[config.mk]
export PLATFORM = sky130hd
export DESIGN_NAME = out_arbiter_flat
export DESIGN_NICKNAME = d
export VERILOG_FILES = /design/src/rtl/out_arbiter_if.sv /design/src/rtl/out_arbiter.sv /design/src/flat_wrapper.sv
export SDC_FILE = /design/constraint.sdc
export NUM_CORES = 1
export LEC_CHECK = 0
export ABC_AREA = 1
export ABC_CLOCK_PERIOD_IN_PS = 3600
export CELL_PAD_IN_SITES_DETAIL_PLACEMENT = 2
export CELL_PAD_IN_SITES_GLOBAL_PLACEMENT = 2
export CORE_UTILIZATION = 23
export CTS_CLUSTER_SIZE = 24
export DETAILED_ROUTE_END_ITERATION = 12
export PLACE_DENSITY = 0.85
export SETUP_SLACK_MARGIN = 0.5
export SYNTH_ARGS = -nofsm -noshare
export SYNTH_HDL_FRONTEND = slang
export SYNTH_SLANG_ARGS = --single-unit
[constraint.sdc]
create_clock -name clk -period 3.6 [get_ports clk]
set_input_delay 0.54 -clock clk [delete_from_list [all_inputs] [get_ports clk]]
set_output_delay 0.54 -clock clk [all_outputs]
set_load 0.02 [all_outputs]
[src/rtl/out_arbiter_if.sv]
// Output-channel bundle between the five transmitters and one output arbiter.
//
// Handshakes:
// - Transmitter side: transmitter x may raise x_ena only while x_busy is 0.
//   In that cycle x_item is captured. x_busy never depends on any x_ena or on req.
// - Output side: out_item moves downstream on every rising edge where
//   out_valid and out_ready are both 1. While out_valid=1 and out_ready=0,
//   out_item and out_valid hold stable.
interface out_arbiter_if #(
    parameter int SIZE = 8
);
    logic [4:0]      req;
    logic            n_ena, s_ena, e_ena, w_ena, l_ena;
    logic [SIZE-1:0] n_item, s_item, e_item, w_item, l_item;
    logic            n_busy, s_busy, e_busy, w_busy, l_busy;
    logic [SIZE-1:0] out_item;
    logic            out_valid;
    logic            out_ready;
    logic            err;

    // Transmitter/sink side of the channel.
    modport master (
        output req,
        output n_ena, s_ena, e_ena, w_ena, l_ena,
        output n_item, s_item, e_item, w_item, l_item,
        output out_ready,
        input  n_busy, s_busy, e_busy, w_busy, l_busy,
        input  out_item, out_valid, err
    );

    // Arbiter side of the channel.
    modport slave (
        input  req,
        input  n_ena, s_ena, e_ena, w_ena, l_ena,
        input  n_item, s_item, e_item, w_item, l_item,
        input  out_ready,
        output n_busy, s_busy, e_busy, w_busy, l_busy,
        output out_item, out_valid, err
    );
endinterface

[src/rtl/out_arbiter.sv]
// Round-robin arbiter for one router output port. It owns a grant pointer
// over the N/S/E/W/L transmitters, drives their busy lines, and captures the
// granted flit into a single-entry output register drained by ready/valid.
module out_arbiter #(
    parameter int SIZE = 8
) (
    input  logic         clk,
    input  logic         rst_n,
    out_arbiter_if.slave bus,
    output logic [2:0]   dbg_ptr
);
    typedef enum logic [2:0] {
        PTR_N = 3'd0,
        PTR_S = 3'd1,
        PTR_E = 3'd2,
        PTR_W = 3'd3,
        PTR_L = 3'd4
    } ptr_t;

    ptr_t            ptr, ptr_nxt;
    logic            valid_q, valid_nxt;
    logic [SIZE-1:0] item_q, item_nxt;
    logic            err_q, err_nxt;

    logic [4:0]      ena;
    logic [4:0]      gnt_oh;
    logic [4:0]      busy;
    logic            stall;
    logic            xfer;
    logic [SIZE-1:0] gnt_item;

    assign ena    = {bus.l_ena, bus.w_ena, bus.e_ena, bus.s_ena, bus.n_ena};
    // Pointer values 5..7 decode to no grant, which leaves every line busy.
    assign gnt_oh = 5'b00001 << ptr;
    assign stall  = valid_q & ~bus.out_ready;
    assign busy   = ~gnt_oh | {5{stall}};
    assign xfer   = (|(ena & gnt_oh)) & ~stall;

    assign bus.n_busy    = busy[0];
    assign bus.s_busy    = busy[1];
    assign bus.e_busy    = busy[2];
    assign bus.w_busy    = busy[3];
    assign bus.l_busy    = busy[4];
    assign bus.out_item  = item_q;
    assign bus.out_valid = valid_q;
    assign bus.err       = err_q;
    assign dbg_ptr       = ptr;

    // Select the flit of the current grantee.
    always_comb begin
        gnt_item = bus.n_item;
        case (ptr)
            PTR_S:   gnt_item = bus.s_item;
            PTR_E:   gnt_item = bus.e_item;
            PTR_W:   gnt_item = bus.w_item;
            PTR_L:   gnt_item = bus.l_item;
            default: gnt_item = bus.n_item;
        endcase
    end

    // Next grant, output buffer and error flag.
    always_comb begin
        logic [2:0] base;
        logic       found;
        int         cand;

        ptr_nxt   = ptr;
        valid_nxt = valid_q;
        item_nxt  = item_q;
        err_nxt   = err_q;
        found     = 1'b0;
        cand      = 0;
        // An illegal pointer restarts the search as if it were N.
        base      = (ptr <= PTR_L) ? ptr : PTR_N;

        // Move on after a transfer or when the grantee has nothing pending;
        // the search visits the current grantee last.
        if (xfer || !(|(bus.req & gnt_oh))) begin
            for (int i = 1; i <= 5; i++) begin
                cand = (int'(base) + i) % 5;
                if (!found && bus.req[cand[2:0]]) begin
                    found   = 1'b1;
                    ptr_nxt = ptr_t'(cand[2:0]);
                end
            end
            if (!found) begin
                ptr_nxt = ptr_t'(base);
            end
        end

        // A load wins over a drain so back-to-back flits need no bubble.
        if (xfer) begin
            valid_nxt = 1'b1;
            item_nxt  = gnt_item;
        end else if (valid_q && bus.out_ready) begin
            valid_nxt = 1'b0;
        end

        if (|(ena & busy)) begin
            err_nxt = 1'b1;
        end
    end

    // State registers, cleared asynchronously.
    always_ff @(posedge clk or negedge rst_n) begin
        if (!rst_n) begin
            ptr     <= PTR_N;
            valid_q <= 1'b0;
            item_q  <= '0;
            err_q   <= 1'b0;
        end else begin
            ptr     <= ptr_nxt;
            valid_q <= valid_nxt;
            item_q  <= item_nxt;
            err_q   <= err_nxt;
        end
    end
endmodule

[src/flat_wrapper.sv]
// flat-port wrapper written by rule: the top's interface ports become plain ports
module out_arbiter_flat 
#(
    parameter int SIZE = 8
)
  (clk, rst_n, dbg_ptr, bus_req, bus_n_ena, bus_s_ena, bus_e_ena, bus_w_ena, bus_l_ena, bus_n_item, bus_s_item, bus_e_item, bus_w_item, bus_l_item, bus_out_ready, bus_n_busy, bus_s_busy, bus_e_busy, bus_w_busy, bus_l_busy, bus_out_item, bus_out_valid, bus_err);
  out_arbiter_if #(.SIZE(SIZE)) bus_i ();
  input  logic clk;
  input  logic rst_n;
  output logic [2:0] dbg_ptr;
  input wire logic [$bits(bus_i.req)-1:0] bus_req;
  input wire logic [$bits(bus_i.n_ena)-1:0] bus_n_ena;
  input wire logic [$bits(bus_i.s_ena)-1:0] bus_s_ena;
  input wire logic [$bits(bus_i.e_ena)-1:0] bus_e_ena;
  input wire logic [$bits(bus_i.w_ena)-1:0] bus_w_ena;
  input wire logic [$bits(bus_i.l_ena)-1:0] bus_l_ena;
  input wire logic [$bits(bus_i.n_item)-1:0] bus_n_item;
  input wire logic [$bits(bus_i.s_item)-1:0] bus_s_item;
  input wire logic [$bits(bus_i.e_item)-1:0] bus_e_item;
  input wire logic [$bits(bus_i.w_item)-1:0] bus_w_item;
  input wire logic [$bits(bus_i.l_item)-1:0] bus_l_item;
  input wire logic [$bits(bus_i.out_ready)-1:0] bus_out_ready;
  output wire logic [$bits(bus_i.n_busy)-1:0] bus_n_busy;
  output wire logic [$bits(bus_i.s_busy)-1:0] bus_s_busy;
  output wire logic [$bits(bus_i.e_busy)-1:0] bus_e_busy;
  output wire logic [$bits(bus_i.w_busy)-1:0] bus_w_busy;
  output wire logic [$bits(bus_i.l_busy)-1:0] bus_l_busy;
  output wire logic [$bits(bus_i.out_item)-1:0] bus_out_item;
  output wire logic [$bits(bus_i.out_valid)-1:0] bus_out_valid;
  output wire logic [$bits(bus_i.err)-1:0] bus_err;
  assign bus_i.req = bus_req;
  assign bus_i.n_ena = bus_n_ena;
  assign bus_i.s_ena = bus_s_ena;
  assign bus_i.e_ena = bus_e_ena;
  assign bus_i.w_ena = bus_w_ena;
  assign bus_i.l_ena = bus_l_ena;
  assign bus_i.n_item = bus_n_item;
  assign bus_i.s_item = bus_s_item;
  assign bus_i.e_item = bus_e_item;
  assign bus_i.w_item = bus_w_item;
  assign bus_i.l_item = bus_l_item;
  assign bus_i.out_ready = bus_out_ready;
  assign bus_n_busy = bus_i.n_busy;
  assign bus_s_busy = bus_i.s_busy;
  assign bus_e_busy = bus_i.e_busy;
  assign bus_w_busy = bus_i.w_busy;
  assign bus_l_busy = bus_i.l_busy;
  assign bus_out_item = bus_i.out_item;
  assign bus_out_valid = bus_i.out_valid;
  assign bus_err = bus_i.err;
  out_arbiter #(.SIZE(SIZE)) u_core (.clk(clk), .rst_n(rst_n), .bus(bus_i), .dbg_ptr(dbg_ptr));
endmodule
==> flow_results.org <==
** Placement
- Area after DPL :: 2912 sq um
- After legalization and detailed placement, the total HPWL measured 7.757 mm.
- Input/output buffers :: 70
- Place WS :: 0.1195 ns
- Routability-driven placement finished with a final weighted congestion of 0.8127.

** Final layout
- Post-layout utilization of the core :: 0.4212
- Synthesis-to-layout area growth :: 73.87%
- Non-Filler Cell Area, Final :: 3513 sq um
- For this run, the post-layout net count is 491.
- The number of antenna diodes in the final layout is 0.
- # fillers :: 947
- In the final layout, the share of cells above drive strength 1 is 0.3143.

** Clocking
- CTS built an H-tree with a depth of 1.
- TritonCTS built the clock tree.
- Hold-fix buffers, CTS :: 0
- Clock buffers created by TritonCTS :: 3
- The clock reaches the later pin of the worst-skew pair after 0.26 ns.
- After clock tree synthesis, the clock-pin slew on the worst setup and hold paths is 0.06 ns.
- Clock tree synthesis selected as its root buffer the cell sky130_fd_sc_hd__clkbuf_8.
- The tree built by TritonCTS fans out to 13 sinks.
- No sink is reached through more buffers than the 2 on the longest clock path.

** Detailed routing
- Wire per inst :: 21.95 um
- Violation count after the first detailed-routing iteration :: 81
- For this run, design rule violations remaining after detail routing come to 0.
- Post-detailed-routing wire length :: 11.52 mm
- Signal routing reaches up to met4.
- Number of vias in the routed layout :: 2742
- Routed length on met3 :: 253 um
- The count of nets left with antenna violations once routing finished came out at 0.
- The pre-antenna-repair detailed-routing pass consisted of 4 iterations.
- Wire length on met2 :: 6.279 mm
- The detailed router put a total of 4.733 mm of wire on met1.
- In the routed layout, each cell is associated on average with a via count of 5.223.

** Status
- The flow ran to the end, and the final reports show no timing, DRC or antenna violations.

** Synth
- Synthesis produced 319 cells.
- The most used flip-flop cell after synthesis is sky130_fd_sc_hd__dfrtp_1.
- Net Count, Synth :: 389
- The synthesized design contains 13 register bits.
- Count of cell types in the netlist :: 36
- Cell type with the largest total area after synthesis :: sky130_fd_sc_hd__nand2_1
- By instance count, the leading cell after synthesis is sky130_fd_sc_hd__nand2_1.
- Proportion of synthesized chip area in sequential cells :: 0.1610
- Yosys top cell area share :: 0.1635
- Avg Inst Size Synth :: 6.334 sq um
- Cell types with the largest area share after synthesis :: sky130_fd_sc_hd__nand2_1 (16%), sky130_fd_sc_hd__dfrtp_1 (16%), sky130_fd_sc_hd__ha_1 (11%)
- Top post-synthesis cells by count :: sky130_fd_sc_hd__nand2_1 (88), sky130_fd_sc_hd__nand3_1 (35), sky130_fd_sc_hd__inv_1 (33), sky130_fd_sc_hd__nor2_1 (21), sky130_fd_sc_hd__ha_1 (17)
- Counting flops with an async set or reset pin after synthesis yields a share of 1.000.
- Yosys mapped a number of flops with a built-in enable equal to 0.
- Yosys printed 0 warnings.
- Synthesized area :: 2021 sq um

** GRT
- Tot GR Track Use :: 0.2218
- Largest net degree at the start of global routing :: 19
- Number of global-route vias before repair :: 2909
- Initial antenna violation count :: 0
- The total overflow left after global routing is 0.
- Global-route wire length before repair :: 15.45 mm

** Worst setup path
- Measured in cells, the most critical reg-to-reg path has a length of 21.
- Data on the critical path arrives at its endpoint at 3.30 ns.
- Kind of end point of the critical path :: register
- Walking the worst path, the cells encountered are nor2_4, nand2_8, inv_8, ha_4, inv_4, o21ai_4, buf_6, a21oi_1, nand2_1, nand2_2, nand2_1, nand4_1, o21ai_1, nand2_1, nor3_4, buf_4, nor2_2, nand2_1, nand3_1, nand2_1, nand2_1.
- Worst Path Class, Setup :: reg -> reg
- Along the worst path, the maximum fanout reaches 7.
- Critical path launch point type :: register
- The largest single stage delay on the critical path is 0.51 ns.
- Most Frequent Cell on Critical Path :: sky130_fd_sc_hd__nand2_1
- The worst register-to-register path begins at u_core.dbg_ptr[0]$_DFFE_PN0P_.
- The worst register-to-register path has a setup slack of 0.44 ns.
- Data required time of the critical path :: 3.74 ns
- The endpoint identified for the worst register-to-register timing path is u_core.dbg_ptr[1]$_DFFE_PN0P_.
- Critical-path cell with the highest stage delay :: sky130_fd_sc_hd__dfrtp_2

** Die
- In this run the vertical extent of the chip is 95.73 um.
- Count of standard-cell rows :: 33
- For this design the top-level I/O count stands at 71.
- Die ar. :: 9164 sq um
- For this configuration, the core starts out at a cell density of 0.2423.
- Core area :: 8341 sq um
- In this run the horizontal extent of the chip is 95.73 um.

** Worst hold path
- Min-Delay Endpoint :: u_core.bus.out_item[1]$_DFFE_PN0P_
- Beginning of the worst hold path :: u_core.bus.out_item[1]$_DFFE_PN0P_
- Path category of the worst min-delay check :: reg -> reg
- Cells on Worst Hold Path :: 2

** STA
- Post-route setup slack :: 0.4414 ns
- Setup repair after global routing could not meet its margin everywhere.
- Maximum clock frequency :: 316.6 MHz
- Number of hold-slack violations in the final timing report :: 0
- Normalized max-slew margin :: 0.4769
- Fin crit share :: 0.8774
- For the pin with the worst max-slew slack, the measured transition is 0.7822 ns.
- For the finished layout, the period the worst path requires is 3.159 ns.
- Final Slew Violations :: 0
- Sum of negative setup slack :: 0 ns
- Final-report setup violation count :: 0
- Max Clock Skew :: 0.01523 ns

** Flow run
- Max-capacitance violation count :: 0
-- cell usage in the layout, fill, tap and decap left out, drive strengths merged, types with 2 or more instances in the layout --
cell and n:
clkinv 2, dfrtp 13, a31oi 8, o21ai 18, buf 35, nand2 101
nand3b 2, nor2 25, nand3 38, a21oi 8, a22o 8, inv 34
a221oi 10, clkdlybuf4s50 70, clkbuf 4, nor3 2, o211ai 2, ha 17
nand4 14, xor2 4
-- worst max-delay path: cells and delay by family (launching register included) --
family	cells	cell delay, ns
buf+inv	4	0.43
compound gates	3	0.47
flops	1	0.51
simple gates	13	1.51
fa+ha+maj	1	0.14
-- per-layer routing --
layer,vias to the layer above,global-route usage
li1,1292,-
met1,1388,0.2758
met2,42,0.4149
met3,20,0.02528
met4,0,0.03358
met5,-,0
-- cell families after synthesis --
group           after synthesis  share of synthesized area
simple gates                182                     0.4242
xor+xnor                      4                    0.02106
fa+ha+maj                    17                     0.1053
buf+inv                      45                    0.08545
mux                           1                   0.005572
compound gates               57                     0.1975
flops                        13                     0.1610
-- final cells by class --
cell class / instances / area, sq um / area share
Timing Repair Buffer: 105 / 978.4 / 0.2785
Multi-Input combinational cell: 261 / 1864 / 0.5306
Inverter: 37 / 165.2 / 0.04701
Tap cell: 105 / 131.4 / 0.03739
Clock buffer: 4 / 45.04 / 0.01282
Sequential cell: 13 / 329.1 / 0.09366
-- sequential cells by signal, indices dropped and copies added, names as in the netlist --
| name | flops |
|---|---|
| u_core.bus.err | 1 |
| u_core.bus.out_item | 8 |
| u_core.bus.out_valid | 1 |
| u_core.dbg_ptr | 3 |
-- what timing repair did --
item / in CTS / in global routing
setup buffers: 4 / 20
resized for setup: 21 / 74
pin swaps: 4 / 33
setup endpoints to repair: 3 / 3
-- worst max path at each step --
stage                                        from                             to  slack, ns  cells past startpoint
floorplan           u_core.dbg_ptr[2]$_DFFE_PN0P_  u_core.dbg_ptr[1]$_DFFE_PN0P_       0.51                     22
global placement    u_core.dbg_ptr[2]$_DFFE_PN0P_  u_core.dbg_ptr[0]$_DFFE_PN0P_       0.39                     22
detailed placement  u_core.dbg_ptr[2]$_DFFE_PN0P_  u_core.dbg_ptr[0]$_DFFE_PN0P_       0.12                     26
CTS                 u_core.dbg_ptr[0]$_DFFE_PN0P_  u_core.dbg_ptr[0]$_DFFE_PN0P_       0.49                     26
global route        u_core.dbg_ptr[0]$_DFFE_PN0P_  u_core.dbg_ptr[1]$_DFFE_PN0P_       0.25                     22
finish              u_core.dbg_ptr[0]$_DFFE_PN0P_  u_core.dbg_ptr[1]$_DFFE_PN0P_       0.44                     21
-- per-stage QoR --
step / instances / hold WS, ns
after floorplan: 319 / 0.2444
after global placement: 497 / 0.4819
after detailed placement: 497 / 0.5039
after CTS: 505 / 0.5198
after global routing: 525 / 0.5865
final: 525 / 0.5477
Power is not shown: default switching activity piles up to over one toggle a cycle in this logic, so the estimate is an artifact.
